## src/rtl/ni_input_unit_mc_pkg.sv

```systemverilog
// Flit info codes, broadcast phase encoding and flit decode helper
// shared by the PE network-interface input unit.
package ni_input_unit_mc_pkg;

  localparam int ROUTER_INFO_CONFIG    = 1;
  localparam int ROUTER_INFO_CALC      = 2;
  localparam int ROUTER_INFO_BROADCAST = 3;
  localparam int ROUTER_INFO_FIN_BCAST = 4;
  localparam int ROUTER_INFO_FIN_COMP  = 5;

  typedef enum logic [1:0] {
    PH_IDLE  = 2'd0,
    PH_BCAST = 2'd1,
    PH_DRAIN = 2'd2,
    PH_DONE  = 2'd3
  } phase_t;

  typedef struct packed {
    logic cfg;
    logic calc;
    logic bcast;
    logic fin_bcast;
    logic fin_comp;
  } flit_dec_t;

  function automatic flit_dec_t decode_info(input int info);
    flit_dec_t d;
    d = '0;
    unique case (info)
      ROUTER_INFO_CONFIG:    d.cfg       = 1'b1;
      ROUTER_INFO_CALC:      d.calc      = 1'b1;
      ROUTER_INFO_BROADCAST: d.bcast     = 1'b1;
      ROUTER_INFO_FIN_BCAST: d.fin_bcast = 1'b1;
      ROUTER_INFO_FIN_COMP:  d.fin_comp  = 1'b1;
      default: ;
    endcase
    return d;
  endfunction

endpackage

```

## src/rtl/ni_act_fifo.sv

```systemverilog
// Synchronous activation FIFO; push/pop arrive already qualified
// by the caller (no push when full without pop, no pop when empty).
module ni_act_fifo #(
  parameter int W = 22,
  parameter int DEPTH = 8,
  localparam int AW = $clog2(DEPTH)
) (
  input  logic          clk,
  input  logic          rst_n,
  input  logic          push,
  input  logic          pop,
  input  logic [W-1:0]  wdata,
  output logic [W-1:0]  rdata,
  output logic [AW:0]   count,
  output logic          full,
  output logic          empty
);

  logic [W-1:0]  mem [DEPTH];
  logic [AW-1:0] wr_ptr;
  logic [AW-1:0] rd_ptr;

  always_ff @(posedge clk) begin
    if (push) mem[wr_ptr] <= wdata;
  end

  always_ff @(posedge clk or negedge rst_n) begin
    if (!rst_n) begin
      wr_ptr <= '0;
      rd_ptr <= '0;
      count  <= '0;
    end else begin
      if (push) wr_ptr <= wr_ptr + AW'(1);
      if (pop)  rd_ptr <= rd_ptr + AW'(1);
      unique case ({push, pop})
        2'b10:   count <= count + (AW+1)'(1);
        2'b01:   count <= count - (AW+1)'(1);
        default: ;
      endcase
    end
  end

  assign full  = (count == (AW+1)'(DEPTH));
  assign empty = (count == '0);
  // Head reads as zero when empty so stale entries never leak out.
  assign rdata = empty ? '0 : mem[rd_ptr];

endmodule

```

## src/rtl/ni_input_unit_mc.sv

```systemverilog
// PE network-interface input unit: flit decode, activation queue,
// accumulated upstream credit return and broadcast phase tracking.
module ni_input_unit_mc
  import ni_input_unit_mc_pkg::*;
#(
  parameter int DATA_W    = 16,
  parameter int ADDR_W    = 16,
  parameter int INFO_W    = 4,
  parameter int ACT_NO_W  = 6,
  parameter int PE_ADDR_W = 6,
  parameter int QDEPTH    = 8,
  parameter int CRED_W    = 4
) (
  input  logic                             clk,
  input  logic                             rst,
  input  logic                             in_data_valid,
  input  logic [INFO_W+ADDR_W+DATA_W-1:0]  in_data,
  input  logic [ACT_NO_W-1:0]              out_act_no,
  output logic                             pe_status_we,
  output logic [3:0]                       pe_status_addr,
  output logic [DATA_W-1:0]                pe_status_data,
  output logic                             in_act_write_en,
  output logic [ACT_NO_W-1:0]              in_act_write_addr,
  output logic [DATA_W-1:0]                in_act_write_data,
  output logic                             pe_start_calc,
  output logic                             broadcast_done,
  output logic                             comp_done,
  input  logic                             act_pop,
  output logic                             act_valid,
  output logic [PE_ADDR_W+DATA_W-1:0]      act_data,
  output logic [$clog2(QDEPTH):0]          act_count,
  output logic                             upstream_credit,
  output logic [1:0]                       phase,
  output logic                             err_overflow
);

  localparam int AW = $clog2(QDEPTH);

  logic [DATA_W-1:0] f_data;
  logic [ADDR_W-1:0] f_addr;
  logic [INFO_W-1:0] f_info;
  flit_dec_t         dec;
  logic              unused_addr;

  assign f_data = in_data[DATA_W-1:0];
  assign f_addr = in_data[DATA_W +: ADDR_W];
  assign f_info = in_data[DATA_W+ADDR_W +: INFO_W];
  assign dec = in_data_valid ? decode_info(int'(f_info)) : '0;
  assign unused_addr = ^f_addr;

  logic status_hit;
  logic act_hit;

  assign status_hit = dec.cfg & ~f_addr[7];
  assign act_hit    = dec.cfg &  f_addr[7];

  assign pe_status_we      = status_hit;
  assign pe_status_addr    = status_hit ? f_addr[3:0] : '0;
  assign pe_status_data    = status_hit ? f_data : '0;
  assign in_act_write_en   = act_hit;
  assign in_act_write_addr = act_hit ? f_addr[ACT_NO_W:1] : '0;
  assign in_act_write_data = act_hit ? f_data : '0;
  assign pe_start_calc     = dec.calc;
  assign comp_done         = dec.fin_comp;

  phase_t        state;
  logic          q_full;
  logic          q_empty;
  logic [AW:0]   q_count;
  logic [AW:0]   q_next;
  logic          push_req;
  logic          push_ok;
  logic          pop_ok;
  logic          consumed;
  logic          q_drained;

  assign push_req = dec.bcast && (out_act_no != '0) &&
                    (state == PH_BCAST || state == PH_DRAIN);
  assign pop_ok   = act_pop && !q_empty;
  // A full queue still accepts a push when the head leaves this cycle.
  assign push_ok  = push_req && (!q_full || pop_ok);
  assign consumed = dec.cfg | dec.calc | dec.fin_bcast |
                    dec.fin_comp | (dec.bcast & ~push_ok);
  assign q_next   = q_count + (AW+1)'(push_ok) - (AW+1)'(pop_ok);
  assign q_drained = (q_next == '0);

  ni_act_fifo #(
    .W     (PE_ADDR_W + DATA_W),
    .DEPTH (QDEPTH)
  ) u_fifo (
    .clk   (clk),
    .rst_n (rst),
    .push  (push_ok),
    .pop   (pop_ok),
    .wdata ({f_addr[PE_ADDR_W-1:0], f_data}),
    .rdata (act_data),
    .count (q_count),
    .full  (q_full),
    .empty (q_empty)
  );

  assign act_valid = !q_empty;
  assign act_count = q_count;
  assign phase     = state;

  logic [CRED_W-1:0] cnt;
  logic [CRED_W:0]   avail;
  logic [CRED_W:0]   avail_m1;

  assign avail = {1'b0, cnt} + (CRED_W+1)'(consumed) +
                 (CRED_W+1)'(pop_ok);
  assign avail_m1 = avail - (CRED_W+1)'(1);

  always_ff @(posedge clk or negedge rst) begin
    if (!rst) begin
      cnt             <= '0;
      upstream_credit <= 1'b0;
    end else if (avail != '0) begin
      assert (!avail_m1[CRED_W]);
      upstream_credit <= 1'b1;
      cnt <= avail_m1[CRED_W] ? '1 : avail_m1[CRED_W-1:0];
    end else begin
      upstream_credit <= 1'b0;
    end
  end

  always_ff @(posedge clk or negedge rst) begin
    if (!rst) begin
      err_overflow <= 1'b0;
    end else if (push_req && q_full && !pop_ok) begin
      err_overflow <= 1'b1;
    end
  end

  always_ff @(posedge clk or negedge rst) begin
    if (!rst) begin
      state          <= PH_IDLE;
      broadcast_done <= 1'b0;
    end else begin
      broadcast_done <= 1'b0;
      unique case (state)
        PH_IDLE: if (dec.calc) state <= PH_BCAST;
        PH_BCAST: begin
          if (dec.fin_bcast) begin
            if (q_drained) begin
              state          <= PH_DONE;
              broadcast_done <= 1'b1;
            end else begin
              state <= PH_DRAIN;
            end
          end
        end
        PH_DRAIN: begin
          if (q_drained) begin
            state          <= PH_DONE;
            broadcast_done <= 1'b1;
          end
        end
        PH_DONE: if (dec.fin_comp) state <= PH_IDLE;
        default: state <= PH_IDLE;
      endcase
    end
  end

endmodule
```

## config.mk

```make
export PLATFORM = sky130hd
export DESIGN_NAME = ni_input_unit_mc
export DESIGN_NICKNAME = d
export VERILOG_FILES = /design/src/rtl/ni_input_unit_mc_pkg.sv /design/src/rtl/ni_act_fifo.sv /design/src/rtl/ni_input_unit_mc.sv
export SDC_FILE = /design/constraint.sdc
export NUM_CORES = 1
export LEC_CHECK = 0
export CORE_MARGIN = 4
export CORE_UTILIZATION = 54
export DETAILED_ROUTE_END_ITERATION = 6
export PLACE_DENSITY = 0.79
export SYNTH_ARGS = -nofsm -noshare
export SYNTH_HDL_FRONTEND = slang
export SYNTH_HIERARCHICAL = 1
export SYNTH_SLANG_ARGS = --single-unit
```

## constraint.sdc

```tcl
create_clock -name clk -period 4.7 [get_ports clk]
set_clock_uncertainty 0.2 [all_clocks]
set_input_delay 1.41 -clock clk [delete_from_list [all_inputs] [get_ports clk]]
set_output_delay 1.41 -clock clk [all_outputs]
set_load 0.1 [all_outputs]
```

# Word-level counts from Yosys, hierarchy flattened
# Memories as Yosys holds them, arrays and structs flattened.
# Cells that the tools add are included.
[classes]
eq_ne = 15
reduce_logical = 18
multipliers = 0
n_mux = 25
magnitude_cmp = 0
addsub = 9
div = 0
bitwise_logic = 9
shift = 0
[ops]
columns = ["op", "n"]
rows = [
  ["two-way mux 16 bit", 2],
  ["two-way mux 22 bit", 1],
  ["two-way mux 1 bit", 11],
  ["equality test 4 x 2 -> 1 bit, second input constant", 2],
  ["equality test 4 x 3 -> 1 bit, second input constant", 2],
  ["logical NOT 4 bit", 2],
  ["two-way mux 2 bit", 4],
  ["two-way mux 4 bit", 2],
  ["!= test 2 bit, second input constant", 4],
  ["one-hot mux 2 bit (4 select lines)", 1],
  ["one-hot mux 4 bit (2 select lines)", 1],
  ["adder 3 x 1 -> 3 bit, second input constant", 2],
  ["equality test 2 bit, second input constant", 3],
  ["logical AND 1 bit", 6],
  ["two-way mux 6 bit", 1],
  ["nonzero test 6 bit", 1],
  ["adder 4 x 1 -> 5 bit", 1],
  ["adder 5 x 1 -> 5 bit", 1],
  ["two-way mux 5 bit", 1],
  ["nonzero test 5 bit", 1],
  ["subtractor 5 x 1 -> 5 bit, second input constant", 1],
  ["adder 4 x 1 -> 4 bit", 1],
  ["adder 4 x 1 -> 4 bit, second input constant", 1],
  ["equality test 2 x 1 -> 1 bit, second input constant", 2],
  ["other kinds (13)", 22],
]
[word_totals]
memories = 1
word_cells = 85
rom_bits = 0
in_bits = 46
ram_bits = 176
ff_bits = 19
latchBits = 0
[memory_table]
columns = ["name", "words", "word_bits", "read_ports", "rd_clocked_by_memory_dff", "wr", "line", "rtl"]
rows = [
  ["u_fifo.mem", 8, 22, 1, 0, 1, "ni_act_fifo.sv:19", "logic [W-1:0] mem [DEPTH];"],
]

# Longest topological paths before layout
# Gate-level depths: netlist (run 1).
[logic_depth]
ltp_word = 13
mapped_depth = 16
depth_no_buf = 15

# Cells and area by module
# Netlist (run 1), hierarchy kept.
[by_module_without_submodules]
columns = ["module", "area_each_um2", "instances", "cells_each"]
rows = [
  ["ni_act_fifo", 7272.0, 1, 333],
  ["ni_input_unit_mc", 1192.4, 1, 151],
]

# Worst setup path after synthesis (run 1)
# Ideal clock, no wire load.
[synth_path]
path_type = "input port to output port"
start = "input port in_data[35]"
end = "output port pe_start_calc"
path_buffers = 0
t_required_ns = 3.090
path_slack_ns = -0.568
arrival_ns = 3.658
stages = 2
path_cell_list = "nand2b_1 nor3_1"
[synth_via]
elab_chain_len = 3
[synth_rtl]
columns = ["item", "line", "rtl"]
rows = [
  ["from (decl)", "ni_input_unit_mc.sv:17", "input logic [INFO_W+ADDR_W+DATA_W-1:0] in_data,"],
  ["equality test 4 x 2 -> 1 bit", "ni_input_unit_mc_pkg.sv:29", "unique case (info)"],
  ["two-way mux 1 bit", "ni_input_unit_mc_pkg.sv:29", ""],
  ["two-way mux 5 bit", "ni_input_unit_mc.sv:48", "assign dec = in_data_valid ? decode_info(int'(f_info)) : '0;"],
  ["to (decl)", "ni_input_unit_mc.sv:25", "output logic pe_start_calc,"],
]
# No other way between the ends.

# Worst setup path in the final report (run 1)
[layout_path]
start = "input port in_data[33]"
end = "output port in_act_write_addr[0]"
[layout_via]
elab_chain_len = 5
[layout_rtl]
columns = ["item", "line", "rtl"]
rows = [
  ["equality test 4 x 1 -> 1 bit", "ni_input_unit_mc_pkg.sv:29", ""],
  ["two-way mux 1 bit", "ni_input_unit_mc_pkg.sv:29", ""],
  ["two-way mux 5 bit", "ni_input_unit_mc.sv:48", ""],
  ["AND 1 bit", "ni_input_unit_mc.sv:55", "assign act_hit = dec.cfg & f_addr[7];"],
  ["two-way mux 6 bit", "ni_input_unit_mc.sv:61", "assign in_act_write_addr = act_hit ? f_addr[ACT_NO_W:1] : '0;"],
  ["to (decl)", "ni_input_unit_mc.sv:23", "output logic [ACT_NO_W-1:0] in_act_write_addr,"],
]
# No other way between the ends.

==> results of run 1 <==
-- worst paths after layout --
check | start | to | depth (start not counted)
worst min-delay path | err_overflow | err_overflow | 1
max in group asynchronous | rst | u_fifo/rd_ptr[1] | 1
worst max-delay path | in_data[33] | in_act_write_addr[0] | 8
worst min register to register | err_overflow | err_overflow | 1
min in group asynchronous | rst | phase[0] | 1
worst max register to register | u_fifo/count[1] | cnt[0] | 15
-- area by class of cell --
type | instances | area (µm²)
sequential | 195 | 5760
inverter | 16 | 60.1
clock inverter | 14 | 161
timing repair buffer | 161 | 2000
clock buffer | 18 | 429
multi-input combinational | 252 | 2590
tap | 211 | 264
fill | 903 | 3990
-- routing by layer --
metal / vias up / wire [µm] / global-route usage (%)
met5: - / 0 / 0
met4: 0 / 261 / 6.69
met3: 21 / 1100 / 4.98
met2: 171 / 10200 / 37.1
met1: 2515 / 7690 / 28.5
li1: 2182 / - / -
-- synth_stat cells (2+ instances only) --
| library cell | count |
|---|---|
| inv_1 | 16 |
| nor4b_1 | 2 |
| nor3_1 | 7 |
| xor2_1 | 6 |
| ha_1 | 17 |
| buf_6 | 3 |
| dfrtp_1 | 19 |
| buf_8 | 2 |
| a31oi_1 | 4 |
| edfxtp_1 | 176 |
| nor2_1 | 38 |
| nand2b_1 | 10 |
| clkbuf_1 | 4 |
| mux4_2 | 43 |
| o21ai_0 | 2 |
| mux2_2 | 3 |
| a21oi_1 | 6 |
| mux2i_1 | 23 |
| buf_2 | 12 |
| nand4bb_1 | 2 |
| fa_1 | 2 |
| a211oi_1 | 4 |
| nor3b_2 | 2 |
| nand2_1 | 12 |
| and2_1 | 43 |
| xnor2_1 | 7 |
-- report_power, final --
group	switching (mW)	total, mW	internal [mW]	leakage, nW
Combinational	2.29	3.38	1.08	2.02
Sequential	0.217	2.19	1.97	1.81
Clock	0.608	1.44	0.835	0.287
Total	3.12	7.01	3.89	4.11
-- cell families after synthesis --
| family | synth area share, % |
|---|---|
| mux | 15.0 |
| compound gates | 2.47 |
| fa+ha+maj | 2.99 |
| buf+inv | 2.35 |
| simple gates | 7.79 |
| flops | 68.1 |
| xor+xnor | 1.35 |
-- state kept, by name, indices dropped and copies added, names as in the netlist --
| register | flops |
|---|---|
| err_overflow | 1 |
| u_fifo/count | 4 |
| phase | 2 |
| upstream_credit | 1 |
| u_fifo/mem | 176 |
| u_fifo/wr_ptr | 3 |
| u_fifo/rd_ptr | 3 |
| broadcast_done | 1 |
| cnt | 4 |
-- timing repair --
action,in CTS,in global routing
resized for setup,3,10
pin swaps,0,2
endpoints found under the hold margin,0,0
gates cloned,0,1
setup buffers,0,5
hold buffers,0,0
endpoints found under the setup margin,3,40
-- layout by cell type (no fill, tap or decap), types with 2 or more instances in the layout --
cell,Yosys,layout
edfxtp_1,176,176
buf_4,0,60
buf_12,0,51
clkdlybuf4s50_1,0,43
mux4_2,43,43
nor2_1,38,32
mux2i_1,23,23
and2_1,43,19
and2_2,0,18
clkbuf_16,0,18
ha_1,17,17
dfrtp_1,19,17
inv_1,16,16
nand2_1,12,12
nand2b_1,10,10
xnor2_1,7,7
a21oi_1,6,6
and2_4,0,6
xor2_1,6,6
nor2_2,0,6
a211oi_1,4,4
nor3_2,0,4
a31oi_1,4,4
clkinv_2,0,4
dlymetal6s2s_1,0,4
nor3_1,7,3
bufinv_16,0,3
mux2_2,3,3
nand4bb_1,2,2
o21ai_0,2,2
fa_1,2,2
clkinv_1,0,2
clkinvlp_4,0,2
nor4b_1,2,2
dfrtp_2,0,2
-- critical path: stages --
cell	delay [ns]
clkdlybuf4s50_1	0.43
buf_4	0.18
nor3b_4	0.19
buf_6	0.15
clkbuf_16	0.15
buf_8	0.13
and2_4	0.16
buf_12	0.17
==> impl_metrics.json, run 1 <==
{
  "crit_arrival_ns": 2.97,
  "drive_gt1_share_pct": 35.4,
  "ys_seq_area_share_pct": 68.1,
  "rsz0062_at_grt": "no",
  "synthFlopType": "edfxtp_1",
  "clockBufferDepth": 2,
  "die-area_um2": 17700,
  "clock.fmax_mhz": 218,
  "fp.dieW_um": 133,
  "synthesis.area_um2": 8460,
  "core_area_um2": 15300,
  "period_needed_ns": 4.58,
  "port_buffers": 115,
  "synth_cells": 484,
  "relSlewSlack_pct": 33.8,
  "clk_latency_ns": 0.43,
  "fin_tns_setup_ns": 0,
  "cts.clk_slew.worst_paths_ns": 0.07,
  "synthArstFlopShare_pct": 9.74,
  "drtAntennaViolNets": 0,
  "cts_tree": "built",
  "ioPinCount": 124,
  "hpwlAfterDp_um": 12300,
  "avgSynthCellArea_um2": 17.5,
  "first_global_vias": 5133,
  "drv_cap": 0,
  "dpl-instance-area_um2": 10600,
  "gr-usage-all-layers_pct": 21.9,
  "drt_first_iter_violations": 350,
  "whs_ns": 0.279,
  "setup_slack_ns": 0.117,
  "synth-seq-cells": 195,
  "final-instance-count-excl-fill": 867,
  "drtPass1Iterations": 5,
  "routed_wl_um": 19200,
  "synth_cell_types": 45,
  "cp_max_fo": 6,
  "power_density_nw_per_um2": 622,
  "leakage_nw": 4.11,
  "grt_pass1_wl_um": 29100,
  "placement_rows": 45,
  "fin_util_pct": 73.9,
  "peakVddDrop_mv": 0.460,
  "dr_total_vias": 4889,
  "tightestPinTransition_ns": 0.990,
  "yosys_warnings": 6,
  "r2r_slack_ns": 0.82,
  "yosysTopAreaCell": "edfxtp_1",
  "die_y_um": 133,
  "critPathKind": "primary input to output port",
  "synth_top_area_share_pct": 62.4,
  "fin_crit_sh_pct": 97.5,
  "cp-end-kind": "output port",
  "status": "complete, no violations",
  "num-nets-final": 708,
  "ys_top_cells_by_area": "edfxtp_1 (62%), mux4_2 (11%), dfrtp_1 (5.6%), and2_1 (3.2%), mux2i_1 (2.7%)",
  "drv_slew": 0,
  "fin_area_um2": 11300,
  "dp.cells": 829,
  "grt_max_degree": 30,
  "cts_root_buf": "clkbuf_16",
  "post-place-ws_ns": -0.228,
  "critical_path_required_ns": 3.09,
  "synth_edf_count": 176,
  "wl_per_cell_um": 22.2,
  "place_congestion": 0.824,
  "cts.sinks": 195,
  "hold_viol": 0,
  "n_antenna_cell": 0,
  "overflow": 0,
  "setup_violations": 0,
  "antenna_found_initial": 0,
  "viasPerCell": 5.64,
  "holdCritPathClass": "register to register",
  "crit_path_start_kind": "primary input",
  "area_delta_synth_final_pct": 33.2,
  "h-tree-depth": 4,
  "numCtsBuffers": 17,
  "p_total_mw": 7.01,
  "drc": 0,
  "start_util_pct": 55.5,
  "synth_nets": 549
}
(Power assumes the default switching activity.)
==> run 2: changes to the inputs <==
--- a/config.mk
+++ b/config.mk
@@ -5,6 +5,7 @@
 export SDC_FILE = /design/constraint.sdc
 export NUM_CORES = 1
 export LEC_CHECK = 0
+export CORE_ASPECT_RATIO = 1.1
 export CORE_MARGIN = 4
 export CORE_UTILIZATION = 54
 export DETAILED_ROUTE_END_ITERATION = 6
==> impl_metrics.json, run 2 (synthesized netlist as in run 1, its figures left out) <==
{
  "fin_tns_setup_ns": 0,
  "start_util_pct": 55.6,
  "final_cell_mix": "edfxtp_1 (176), buf_4 (56), buf_12 (49), mux4_2 (43), clkdlybuf4s50_1 (42)",
  "cp_max_fo": 7,
  "crit_path_start_kind": "primary input",
  "setup_violations": 0,
  "port_buffers": 115,
  "dp.cells": 810,
  "cts_tree": "built",
  "cp-end-kind": "output port",
  "largestRegisters": "u_fifo/mem x176, cnt x4, u_fifo/count x4",
  "fin_crit_sh_pct": 95.0,
  "n_fill_cell": 865,
  "relSlewSlack_pct": 35.5,
  "leakage_nw": 4.12,
  "power_density_nw_per_um2": 633,
  "largest_reg_flops": 176,
  "first_global_vias": 5254,
  "drive_gt1_share_pct": 36.1,
  "clock.fmax_mhz": 224,
  "n_antenna_cell": 0,
  "crit_arrival_ns": 2.85,
  "dr_total_vias": 4980,
  "post-place-ws_ns": -0.227,
  "multi_input_area_um2": 2630,
  "clk_latency_ns": 0.44,
  "rsz0062_at_grt": "no",
  "fin_area_um2": 11300,
  "grt_pass1_wl_um": 30300,
  "critPathKind": "primary input to output port",
  "drv_slew": 0,
  "hold_viol": 0,
  "drc": 0,
  "drv_cap": 0,
  "whs_ns": 0.279,
  "drt_first_iter_violations": 343,
  "die-area_um2": 17700,
  "wl_per_cell_um": 23.1,
  "core_area_um2": 15200,
  "largest-register": "u_fifo/mem",
  "setup_slack_ns": 0.236,
  "viasPerCell": 5.89,
  "critical_path_required_ns": 3.09,
  "clockBufferDepth": 2,
  "area_delta_synth_final_pct": 33.2,
  "holdCritPathClass": "register to register",
  "final_common_cell": "edfxtp_1",
  "place_congestion": 0.846,
  "drtAntennaViolNets": 0,
  "overflow": 0,
  "dpl-instance-area_um2": 10500,
  "hpwlAfterDp_um": 11900,
  "placement_rows": 47,
  "fin_util_pct": 74.0,
  "p_total_mw": 7.14,
  "ff_latch_area_um2": 5770,
  "cts_root_buf": "clkbuf_16",
  "h-tree-depth": 4,
  "ioPinCount": 124,
  "tightestPinTransition_ns": 0.965,
  "final-instance-count-excl-fill": 845,
  "cts.sinks": 195,
  "peakVddDrop_mv": 0.851,
  "period_needed_ns": 4.46,
  "numCtsBuffers": 17,
  "antenna_found_initial": 0,
  "die_y_um": 139,
  "cts.clk_slew.worst_paths_ns": 0.07,
  "status": "complete, no violations",
  "fp.dieW_um": 127,
  "drtPass1Iterations": 5,
  "num-nets-final": 701,
  "grt_max_degree": 25,
  "routed_wl_um": 19600,
  "gr-usage-all-layers_pct": 22.9
}
-- run 2: critical path, stage by stage --
cell and delay [ns]:
clkdlybuf4s50_1 0.42, buf_4 0.17, nor3b_4 0.21, buf_12 0.15
clkbuf_16 0.15, and2_2 0.16, buf_12 0.17
-- run 2: area by class of cell --
cell class | count | area share [%]
Clock buffer | 17 | 3.77
Tap cell | 196 | 2.18
Inverter | 16 | 0.533
Multi-Input combinational cell | 252 | 23.3
Timing Repair Buffer | 154 | 17.1
Clock inverter | 15 | 2.01
Sequential cell | 195 | 51.1
-- run 2: metal layers --
layer  share of wire (%)  global-route usage (%)  up-vias
met4                 1.9                    8.47        0
met2                  53                    38.2      185
met5                   0                       0        -
met1                  40                    29.7     2591
li1                    -                       -     2171
met3                 5.7                    4.83       33
-- run 2: final timing paths --
path                                   start                    to  slack, ns  cells past startpoint
worst min register to register  err_overflow          err_overflow       0.28                      1
worst min-delay path            err_overflow          err_overflow       0.28                      1
min in group asynchronous                rst                cnt[1]       1.29                      1
worst max-delay path             in_data[33]  in_act_write_data[9]       0.24                      7
worst max register to register      phase[0]              phase[1]       0.96                     15
max in group asynchronous                rst      u_fifo/rd_ptr[0]       2.33                      1
-- run 2: timing repair --
item	CTS	global route
pin swaps	1	2
buffers inserted	1	1
endpoints found under the hold margin	0	0
endpoints found under the setup margin	22	35
hold buffers	0	0
cloned	0	1
gates resized for setup	7	16
-- run 2: report_power, final --
group / leakage [nW] / total (mW) / switching [mW] / internal [mW]
combinational: 1.99 / 3.34 / 2.29 / 1.05
sequential: 1.81 / 2.20 / 0.220 / 1.98
clock: 0.320 / 1.60 / 0.647 / 0.952
total: 4.12 / 7.14 / 3.16 / 3.98
